--- src/rtl/if_id_queue_if.sv ---
// Fetch-to-decode handshake bundle for the IF/ID queue; the queue takes the slave view,
// the fetch/decode environment the master view.
interface if_id_queue_if;
  logic [15:0] instr_in;
  logic [15:0] pc_next_in;
  logic        instr_valid_in;
  logic        stall_in;
  logic        flush_in;
  logic [15:0] instr_out;
  logic [15:0] pc_next_out;
  logic        valid_out;
  logic        full_out;
  logic [1:0]  count_out;
  logic        halted_out;

  modport master (
    output instr_in, pc_next_in, instr_valid_in, stall_in, flush_in,
    input  instr_out, pc_next_out, valid_out, full_out, count_out, halted_out
  );

  modport slave (
    input  instr_in, pc_next_in, instr_valid_in, stall_in, flush_in,
    output instr_out, pc_next_out, valid_out, full_out, count_out, halted_out
  );
endinterface

--- src/rtl/if_id_queue.sv ---
// 2-entry IF/ID FIFO: a push into an empty queue shows on instr_out next cycle; pushes while
// full or halted are dropped (fetch holds on full_out), stall_in holds the head, flush_in clears all.
module if_id_queue #(
  parameter logic [15:0] NOP_INSTR   = 16'h0800,
  parameter logic [4:0]  HALT_OPCODE = 5'b00000
) (
  input  logic         clk,
  input  logic         rst,
  if_id_queue_if.slave q
);

  logic [15:0] instr_mem [2];
  logic [15:0] pc_mem    [2];

  logic       rd_ptr_q, rd_ptr_d;
  logic       wr_ptr_q, wr_ptr_d;
  logic [1:0] count_q,  count_d;
  logic       halted_q, halted_d;

  logic full, valid, push, pop;

  assign full  = (count_q == 2'd2);
  assign valid = (count_q != 2'd0);
  assign push  = q.instr_valid_in & ~full & ~halted_q & ~q.flush_in;
  assign pop   = valid & ~q.stall_in & ~q.flush_in;

  always_comb begin
    rd_ptr_d = rd_ptr_q;
    wr_ptr_d = wr_ptr_q;
    count_d  = count_q;
    halted_d = halted_q;
    if (q.flush_in) begin
      rd_ptr_d = 1'b0;
      wr_ptr_d = 1'b0;
      count_d  = 2'd0;
      halted_d = 1'b0;
    end else begin
      if (push) wr_ptr_d = ~wr_ptr_q;
      if (pop)  rd_ptr_d = ~rd_ptr_q;
      case ({push, pop})
        2'b10:   count_d = count_q + 2'd1;
        2'b01:   count_d = count_q - 2'd1;
        default: count_d = count_q;
      endcase
      // The HALT word itself is queued; only later pushes are blocked.
      if (push && (q.instr_in[15:11] == HALT_OPCODE)) halted_d = 1'b1;
    end
  end

  always_ff @(posedge clk or posedge rst) begin
    if (rst) begin
      rd_ptr_q <= 1'b0;
      wr_ptr_q <= 1'b0;
      count_q  <= 2'd0;
      halted_q <= 1'b0;
    end else begin
      rd_ptr_q <= rd_ptr_d;
      wr_ptr_q <= wr_ptr_d;
      count_q  <= count_d;
      halted_q <= halted_d;
    end
  end

  always_ff @(posedge clk) begin
    if (push) begin
      instr_mem[wr_ptr_q] <= q.instr_in;
      pc_mem[wr_ptr_q]    <= q.pc_next_in;
    end
  end

  // Outputs depend only on registered state, so they follow rst immediately.
  assign q.valid_out   = valid;
  assign q.full_out    = full;
  assign q.count_out   = count_q;
  assign q.halted_out  = halted_q;
  assign q.instr_out   = valid ? instr_mem[rd_ptr_q] : NOP_INSTR;
  assign q.pc_next_out = valid ? pc_mem[rd_ptr_q]    : 16'h0000;

endmodule
--- src/flat_wrapper.sv ---
// flat-port wrapper written by rule: the top's interface ports become plain ports
module if_id_queue_flat 
#(
  parameter logic [15:0] NOP_INSTR   = 16'h0800,
  parameter logic [4:0]  HALT_OPCODE = 5'b00000
)
  (clk, rst, q_instr_in, q_pc_next_in, q_instr_valid_in, q_stall_in, q_flush_in, q_instr_out, q_pc_next_out, q_valid_out, q_full_out, q_count_out, q_halted_out);
  if_id_queue_if q_i ();
  input  logic clk;
  input  logic rst;
  input wire logic [$bits(q_i.instr_in)-1:0] q_instr_in;
  input wire logic [$bits(q_i.pc_next_in)-1:0] q_pc_next_in;
  input wire logic [$bits(q_i.instr_valid_in)-1:0] q_instr_valid_in;
  input wire logic [$bits(q_i.stall_in)-1:0] q_stall_in;
  input wire logic [$bits(q_i.flush_in)-1:0] q_flush_in;
  output wire logic [$bits(q_i.instr_out)-1:0] q_instr_out;
  output wire logic [$bits(q_i.pc_next_out)-1:0] q_pc_next_out;
  output wire logic [$bits(q_i.valid_out)-1:0] q_valid_out;
  output wire logic [$bits(q_i.full_out)-1:0] q_full_out;
  output wire logic [$bits(q_i.count_out)-1:0] q_count_out;
  output wire logic [$bits(q_i.halted_out)-1:0] q_halted_out;
  assign q_i.instr_in = q_instr_in;
  assign q_i.pc_next_in = q_pc_next_in;
  assign q_i.instr_valid_in = q_instr_valid_in;
  assign q_i.stall_in = q_stall_in;
  assign q_i.flush_in = q_flush_in;
  assign q_instr_out = q_i.instr_out;
  assign q_pc_next_out = q_i.pc_next_out;
  assign q_valid_out = q_i.valid_out;
  assign q_full_out = q_i.full_out;
  assign q_count_out = q_i.count_out;
  assign q_halted_out = q_i.halted_out;
  if_id_queue #(.NOP_INSTR(NOP_INSTR), .HALT_OPCODE(HALT_OPCODE)) u_core (.clk(clk), .rst(rst), .q(q_i));
endmodule
--- config.mk ---
export PLATFORM = sky130hd
export DESIGN_NAME = if_id_queue_flat
export DESIGN_NICKNAME = d
export VERILOG_FILES = /design/src/rtl/if_id_queue_if.sv /design/src/rtl/if_id_queue.sv /design/src/flat_wrapper.sv
export SDC_FILE = /design/constraint.sdc
export NUM_CORES = 1
export LEC_CHECK = 0
export BUFFER_PORTS_ARGS = -buffer_cell sky130_fd_sc_hd__buf_2
export CAP_MARGIN = 20
export CORE_ASPECT_RATIO = 2
export CORE_MARGIN = 5
export CORE_UTILIZATION = 45
export CTS_CLUSTER_DIAMETER = 60
export CTS_CLUSTER_SIZE = 40
export DETAILED_ROUTE_END_ITERATION = 8
export HOLD_SLACK_MARGIN = 0.12
export PLACE_DENSITY_LB_ADDON = 0.1
export SLEW_MARGIN = 5
export SYNTH_ARGS = -nofsm -noshare
export SYNTH_HDL_FRONTEND = slang
export SYNTH_SLANG_ARGS = --single-unit
--- constraint.sdc ---
create_clock -name clk -period 7.2 [get_ports clk]
set_input_delay 0.36 -clock clk [delete_from_list [all_inputs] [get_ports clk]]
set_output_delay 0.36 -clock clk [all_outputs]
set_load 0.02 [all_outputs]
**After elaboration in Yosys (flattened, before gate mapping)**

Memories as Yosys holds them, arrays and structs flattened.
Cells that the tools add are included.

- Flip-flop bits (word level): 5
- Memory bits (writable): 64
- Input port bits: 37
- Output and inout port bits: 37
- Word-level logic and storage cells: 41
- Memories kept: 2

- Add/subtract/negate cells: 2
- Equal/unequal tests: 3
- Multiplexer cells: 12
- Bitwise gates (word level): 11
- Reduce and logical (&&, ||, !) cells: 7

Memory list:

| name | words | bits a word | rd ports | clocked after Yosys merged registers in | wr ports | line | RTL |
|---|---|---|---|---|---|---|---|
| u_core.instr_mem | 2 | 16 | 1 | 0 | 1 | if_id_queue.sv:12 | `logic [15:0] instr_mem [2];` |
| u_core.pc_mem | 2 | 16 | 1 | 0 | 1 | if_id_queue.sv:13 | `logic [15:0] pc_mem [2];` |

Operators with widths:

| kind | number |
|---|---|
| two-way mux 16 bit | 2 |
| two-way mux 1 bit | 8 |
| nonzero test 2 bit | 4 |
| inverter 1 bit | 6 |
| bitwise AND 1 bit | 5 |
| zero test 5 bit | 1 |
| equality test 2 bit, second input constant | 2 |
| one-hot mux 2 bit (2 select lines) | 1 |
| nonzero test 3 bit | 1 |
| adder 2 x 1 -> 2 bit, second input constant | 1 |
| equality test 2 x 1 -> 1 bit, second input constant | 1 |
| two-way mux 2 bit | 1 |
| subtractor 2 x 1 -> 2 bit, second input constant | 1 |
| logical AND 1 bit | 1 |

**Longest topological paths before layout**

Gate-level depths: netlist (run 1).

- Depth after elaboration: 8
- Mapped depth: 4
- Gate-level depth less buffers: 4

**Least setup slack after synthesis (run 1)**

Ideal clock, no wire load.

- Path kind: register to register
- From: register u_core.count_q[1] (netlist: u_core.q.count_out[1])
- To: memory u_core.instr_mem[1][0], enable pin
- Setup time: 0.513 ns
- Arrival time: 4.211 ns
- Required time: 6.687 ns
- Slack: 2.476 ns
- Cell stages (with the launch flop): 4
- Path buffers: 1
- Clock period less this slack: 4.724 ns
- Cell sequence: dfrtp_1 -> nor2b_1 -> buf_4 -> nor4b_1

- Word-level cells in the longest chain between the ends: 7

RTL lines:

| item | line | RTL |
|---|---|---|
| start, declared | if_id_queue.sv:17 | `logic [1:0] count_q, count_d;` |
| start signal, assigned | if_id_queue.sv:59 | `count_q <= count_d;` |
| equality test 2 bit | if_id_queue.sv:22 | `assign full = (count_q == 2'd2);` |
| via q_full_out | flat_wrapper.sv:19 | `output wire logic [$bits(q_i.full_out)-1:0] q_full_out;` |
| inverter 1 bit | if_id_queue.sv:24 | `assign push = q.instr_valid_in & ~full & ~halted_q & ~q.flush_in;` |
| bitwise AND 1 bit (3 in a row) | if_id_queue.sv:24 |  |
| two-way mux 1 bit | if_id_queue.sv:65 | `if (push) begin` |
| two-way mux 1 bit (implied by the code) | if_id_queue.sv:66 | `instr_mem[wr_ptr_q] <= q.instr_in;` |
| end, declared | if_id_queue.sv:12 |  |

The timed path passes the listed nets, and every way through them passes these cells.

**Final worst setup path (run 1)**

- From: register u_core.rd_ptr_q
- To: output port q_instr_out[11]

- Word-level cells in the longest chain between the ends: 2

RTL lines:

| item | line | RTL |
|---|---|---|
| start, declared | if_id_queue.sv:15 | `logic rd_ptr_q, rd_ptr_d;` |
| start signal, assigned | if_id_queue.sv:57 | `rd_ptr_q <= rd_ptr_d;` |
| memory read (2 x 16 bit) | -- |  |
| two-way mux 16 bit | if_id_queue.sv:76 | `assign q.instr_out = valid ? instr_mem[rd_ptr_q] : NOP_INSTR;` |
| end, declared | flat_wrapper.sv:16 | `output wire logic [$bits(q_i.instr_out)-1:0] q_instr_out;` |

No other way between the ends.

==> results by group, run 1 <==
Global routing
  – Initial antenna violation count: 0
  – First-pass GRT wire length: 7990 um
  – Maximum number of pins on one net before global-route repair: 35
  – Via count of the first global-routing pass: 1,670
  – Total global routing track utilization: 14.2%
  – Overall overflow remaining after global route: 0

Detailed routing
  – Via density per instance: 5.04
  – Starting DRT DRC Count: 66
  – Routed wire length: 4850 um
  – ANT nets after route: 0
  – Routed length per placed instance: 15.4 um
  – Number of detailed-routing iterations run before antenna repair: 4
  – Count of vias placed by the detailed router: 1,584
  – DRC violation count after routing: 0

Die
  – Overall die area: 0.00773 sq mm
  – Die Y-Extent: 119 um
  – Number of rows in the core area: 40
  – Die W: 64.7 um
  – Starting density of the core: 45.6%
  – Core Area: 0.00591 sq mm
  – Number of primary I/O pins: 74

Critical path
  – Critical Path Source Type: flop
  – Origin of the worst setup path: u_core.rd_ptr_q
  – Data arrival time of the critical path: 1.86 ns
  – CP max FO: 34
  – Slowest CP cell: dfrtp_2
  – Crit-path leading delay family: flip-flops
  – Start of the worst register-to-register path: u_core.q.count_out[1]
  – Delay of the slowest critical-path stage: 1.01 ns
  – Reg2Reg Setup Slack: 5.44 ns
  – Depth of the worst register-to-register path: 3
  – Required arrival time at the worst endpoint: 6.84 ns
  – Buffers & Inverters on Critical Path: 1
  – Capture instance of the worst register-to-register path: u_core.instr_mem[1][12]
  – Kind of capture point of the worst setup path: primary output
  – Start-to-end type of the worst setup path: flop to primary output
  – Critical path cell sequence: mux2i_1 -> nand2_1 -> buf_2

Clocking
  – Latest clock arrival within the worst-skew pair: 0.32 ns
  – Number of buffers inserted during clock tree synthesis: 9
  – Cell chosen for the clock root: clkbuf_16
  – Clock sink count: 69
  – Buffer levels on the longest clock path: 2
  – Buffers inserted by post-CTS timing repair: 0
  – H-tree depth reported by CTS: 3
  – Clock-pin transition on the worst setup and hold timing paths: 0.05 ns
  – TritonCTS clock tree: yes

Final layout
  – Highest-count cells in the layout ignoring fill and taps: 73 x buf_2, 64 x edfxtp_1, 32 x mux2i_1, 31 x nor2_1, 9 x clkbuf_16
  – Final Instance Area: 0.00341 sq mm
  – Total inserted antenna cells: 0
  – Net count, final: 283
  – Share of final-layout standard cells stronger than drive strength 1: 37.8%
  – Most common library cell in the layout ignoring fill and taps: buf_2
  – Area Growth Syn to Fin: 26.4%

Job
  – Total of max-cap violations: 0

Timing
  – Unrepaired setup endpoints after global routing: false
  – Max-slew violation count: 0
  – Final worst-path cycle share: 30.9%
  – Final setup vio count: 0
  – Setup TNS: 0 ns
  – Number of hold violations in the final report: 0
  – Slew at the pin closest to its max-slew limit: 0.981 ns
  – Highest clock rate: 450 MHz
  – Headroom to the max-slew limit: 34.6%
  – Tmin final: 2.22 ns
  – Worst Clk Skew: 0.00273 ns

Yosys
  – FFs w/ async S/R, synth: 7.25%
  – Net count after synthesis: 203
  – Synthesized flop and latch total: 69
  – Netlist Area Pre-Place: 0.00269 sq mm
  – Ys flop type: edfxtp_1
  – Post-synthesis sequential area ratio: 76.0%
  – Yosys warns: 0
  – Yosys cell types: 23
  – Mapped Avg Cell Area: 16.2 sq um
  – Instance count of the mapped netlist: 166
  – Post-synth EDFFs: 64

Power
  – Overall power: 931 uW
  – Max IR drop VDD: 208 uV
  – Power density normalized to cell area: 273 mW/mm^2
  – Static leakage power: 0.00133 uW

Placed design
  – Number of buffers added on ports: 73
  – Hpwl dp: 3120 um
  – Final weighted congestion in routability-driven placement: 0.692
  – Cell area after placement: 0.00314 sq mm

Min path
  – Hold-critical path endpoint: u_core.pc_mem[1][5]
  – Hold wc startpoint: q_pc_next_in[5]
  – HP Class: primary input to flop
  – Hold path cells: 1

Outcome
  – Run status: finished clean
## synth_stat cells, types with 2 or more instances
cell      count  share of area [%]
mux2i_1      32                 12
nand2_1       2               0.28
nor2_1       32                4.5
clkbuf_1      3               0.42
edfxtp_1     64                 71
dfrtp_1       5                4.6
a21oi_1       4               0.74
o21ai_0       3               0.56
or3_1         2               0.46
inv_1         3               0.42
buf_2         4               0.74
## worst max path at each step
stage / endpoint / slack (ns) / cells after the start
6_report: q_instr_out[11] / 4.98 / 3
5_1_grt: q_instr_out[11] / 4.84 / 3
4_1_cts: q_instr_out[15] / 4.93 / 3
3_5_place_dp: q_instr_out[14] / 5.29 / 3
3_3_place_gp: q_instr_out[14] / 5.29 / 3
2_1_floorplan: u_core.instr_mem[1][0] / 2.48 / 3
## registers in the layout, summed over array words and instances, names as in the netlist
signal               cells
u_core.q.count_out       2
u_core.instr_mem        32
u_core.wr_ptr_q          1
u_core.q.halted_out      1
u_core.pc_mem           32
u_core.rd_ptr_q          1
## timing repair
item | CTS | global route
endpoints found under the hold margin | 5 | 0
hold buffers | 1 | 0
resized for setup | 0 | 0
## power breakdown
group          switching [uW]  internal [uW]
Sequential               11.2            456
Clock                     146            226
Combinational            55.6           36.5
## area by class of cell
type	count	area [sq um]
fill	495	2500
clock buffer	9	225
clock inverter	7	32.5
multi-input combinational	86	612
timing repair buffer	77	398
sequential	69	2050
tap	63	78.8
inverter	3	11.3
## stage by stage
step / cells / hold WS [ns] / utilization [%] / setup slack (ns)
after floorplan: 166 / 0.139 / - / 2.48
after global placement: 297 / 0.268 / 53.1 / 5.29
after detailed placement: 297 / 0.267 / 53.1 / 5.29
after CTS: 314 / 0.207 / 57.7 / 4.93
after global routing: 314 / 0.214 / 57.7 / 4.84
final: 314 / 0.223 / 57.7 / 4.98
## layer usage
| layer | vias to the layer above | part of all wire [%] | wire length, um | GRT usage [%] |
|---|---|---|---|---|
| met1 | 745 | 40 | 1950 | 16.2 |
| met4 | 0 | 2.9 | 139 | 9.93 |
| met3 | 11 | 7.7 | 372 | 5.09 |
| li1 | 777 | - | - | - |
| met5 | - | 0 | 0 | 0 |
| met2 | 51 | 49 | 2390 | 21.6 |
## logic make-up (layout without fill, tap and decap cells)
logic type | count (synthesis) | after routing | share of synthesized area, %
buffers and inverters | 11 | 96 | 1.86
DFF | 69 | 69 | 76.0
AOI/OAI and AO/OA | 10 | 10 | 2.28
muxes | 33 | 33 | 12.3
and+or+nand+nor | 43 | 43 | 7.57
(Power assumes the default switching activity.)
==> run 2, diff against run 1 <==
Settings changed: ABC_AREA set to 1.
Clock period 7.2 ns to 1.99 ns, I/O delays scaled along.
==> run 2 against run 1 <==
Net effect: global-route usage grew 2.7 points; area after synthesis increased by 0.98%; cell count rose by 27%; non-clock buffer count is 37 higher.
==> results by group, run 2 <==
Timing
  – Final Worst Setup Slack: 0.270 ns
  – Unrepaired setup endpoints after global routing: false
  – Tmin final: 1.72 ns
  – Max-slew violation count: 0
  – Headroom to the max-slew limit: 60.6%
  – Setup TNS: 0 ns
  – Final worst-path cycle share: 86.4%
  – Slew at the pin closest to its max-slew limit: 0.590 ns
  – Highest clock rate: 581 MHz
  – Number of hold violations in the final report: 0
  – Final setup vio count: 0
  – Worst Clk Skew: 0.00395 ns

Yosys
  – Most used standard cells in the synthesized netlist: 73 x nand2_1, 64 x edfxtp_1, 31 x a21oi_1
  – Yosys warns: 0
  – Ys flop type: edfxtp_1
  – Net count after synthesis: 254
  – Most numerous cell in the Yosys netlist: nand2_1
  – Yosys cell types: 17
  – Dominant cells by area after synthesis: edfxtp_1 71%, nand2_1 10%, a21oi_1 5.7%
  – Share of the synthesized area in the top cell type: 70.7%
  – Cell type with the highest aggregate area in the netlist: edfxtp_1
  – Netlist Area Pre-Place: 0.00272 sq mm
  – Synthesized flop and latch total: 69
  – FFs w/ async S/R, synth: 7.25%
  – Instance count of the mapped netlist: 217
  – Post-synthesis sequential area ratio: 75.3%
  – Mapped Avg Cell Area: 12.5 sq um
  – Post-synth EDFFs: 64

Placed design
  – Final weighted congestion in routability-driven placement: 0.701
  – Cell area after placement: 0.00320 sq mm
  – Number of buffers added on ports: 73
  – Pre-CTS setup slack: 0.469 ns
  – Hpwl dp: 3920 um

Clocking
  – Clock sink count: 69
  – Buffer levels on the longest clock path: 2
  – TritonCTS clock tree: yes
  – Number of buffers inserted during clock tree synthesis: 9
  – Latest clock arrival within the worst-skew pair: 0.32 ns
  – H-tree depth reported by CTS: 3
  – Cell chosen for the clock root: clkbuf_16
  – Clock-pin transition on the worst setup and hold timing paths: 0.05 ns

Global routing
  – Overall overflow remaining after global route: 0
  – First-pass GRT wire length: 9700 um
  – Maximum number of pins on one net before global-route repair: 34
  – Via count of the first global-routing pass: 2,026
  – Initial antenna violation count: 0
  – Total global routing track utilization: 16.9%

Critical path
  – Kind of capture point of the worst setup path: primary output
  – Data arrival time of the critical path: 1.62 ns
  – Required arrival time at the worst endpoint: 1.89 ns
  – CP max FO: 33
  – Start-to-end type of the worst setup path: flop to primary output
  – Critical Path Source Type: flop

Detailed routing
  – Routed length per placed instance: 15.3 um
  – Routed wire length: 6090 um
  – Via density per instance: 4.98
  – Count of vias placed by the detailed router: 1,986
  – DRC violation count after routing: 0
  – Number of detailed-routing iterations run before antenna repair: 4
  – Starting DRT DRC Count: 66
  – ANT nets after route: 0

Die
  – Core Area: 0.00596 sq mm
  – Starting density of the core: 45.7%
  – Number of primary I/O pins: 74
  – Die Y-Extent: 120 um
  – Number of rows in the core area: 40
  – Overall die area: 0.00779 sq mm
  – Die W: 65.0 um

Job
  – Total of max-cap violations: 0

Power
  – Static leakage power: 0.00160 uW
  – Max IR drop VDD: 923 uV
  – Power density normalized to cell area: 1260 mW/mm^2

Min path
  – HP Class: primary input to flop

Final layout
  – Net count, final: 369
  – Total inserted antenna cells: 0
  – Final Instance Area: 0.00382 sq mm
  – Share of final-layout standard cells stronger than drive strength 1: 30.7%
  – Area Growth Syn to Fin: 40.4%
  – Highest-count cells in the layout ignoring fill and taps: 73 x nand2_1, 73 x buf_2, 64 x edfxtp_1, 34 x dlygate4sd3_1, 31 x a21oi_1

Outcome
  – Run status: finished clean
-- run 2: through the flow --
stage / util (%) / power (uW) / hold WS [ns] / cells
after CTS: 64.1 / 4880 / 0.136 / 399
after floorplan: - / 2800 / -0.122 / 217
after detailed placement: 53.8 / 3350 / 0.0187 / 350
after global placement: 53.8 / 3330 / 0.0180 / 350
after global routing: 64.1 / 5080 / 0.186 / 399
final: 64.1 / 4830 / 0.139 / 399
-- run 2: critical path: stages (launching register included) --
cell	delay [ns]
dfrtp_1	0.38
inv_2	0.44
nand2_1	0.10
a21oi_1	0.17
buf_2	0.19
-- run 2: final cells by class --
cell class                 instances  area [sq um]
multi-input combinational        129           588
clock inverter                     2          35.0
timing repair buffer             114           783
tap                               63          78.8
clock buffer                      13           240
inverter                           9          47.5
fill                             481          2140
sequential                        69          2050
-- run 2: cell families (layout without fill, tap and decap cells) --
logic type | Yosys count | count (layout) | share of synthesized area, %
buf+inv | 19 | 138 | 3.59
simple gates | 95 | 95 | 14.8
flops | 69 | 69 | 75.3
compound gates | 34 | 34 | 6.35
-- run 2: worst paths after layout --
| kind | startpoint | to | slack (ns) | depth (start not counted) |
|---|---|---|---|---|
| hold reg to reg | u_core.q.halted_out | u_core.q.halted_out | 0.55 | 2 |
| min in group asynchronous | rst | u_core.q.count_out[1] | 0.23 | 3 |
| setup / recovery | u_core.rd_ptr_q | q_pc_next_out[13] | 0.27 | 4 |
| hold / removal | q_stall_in | u_core.rd_ptr_q | 0.14 | 4 |
| setup reg to reg | u_core.q.count_out[0] | u_core.instr_mem[0][2] | 0.46 | 5 |
| max in group asynchronous | rst | u_core.rd_ptr_q | 1.58 | 3 |
-- run 2: where the power goes --
part           leakage, uW  internal (uW)  switching, uW  total, uW
logic             0.000815            497           1060       1560
registers         0.000652           1730           58.0       1790
clock network     0.000134            961            517       1480
total              0.00160           3190           1630       4830
-- run 2: per-layer routing --
| metal | global-route usage, % | share of wire, % | vias to the layer above |
|---|---|---|---|
| li1 | - | - | 977 |
| met1 | 18.8 | 38 | 941 |
| met2 | 29.3 | 55 | 61 |
| met3 | 4.96 | 5.2 | 7 |
| met4 | 7.15 | 1.9 | 0 |
| met5 | 0 | 0 | - |
-- run 2: what timing repair did --
item / CTS / global route
setup buffers: 0 / 0
resized for setup: 0 / 0
endpoints found under the hold margin: 71 / 0
hold buffers: 34 / 0
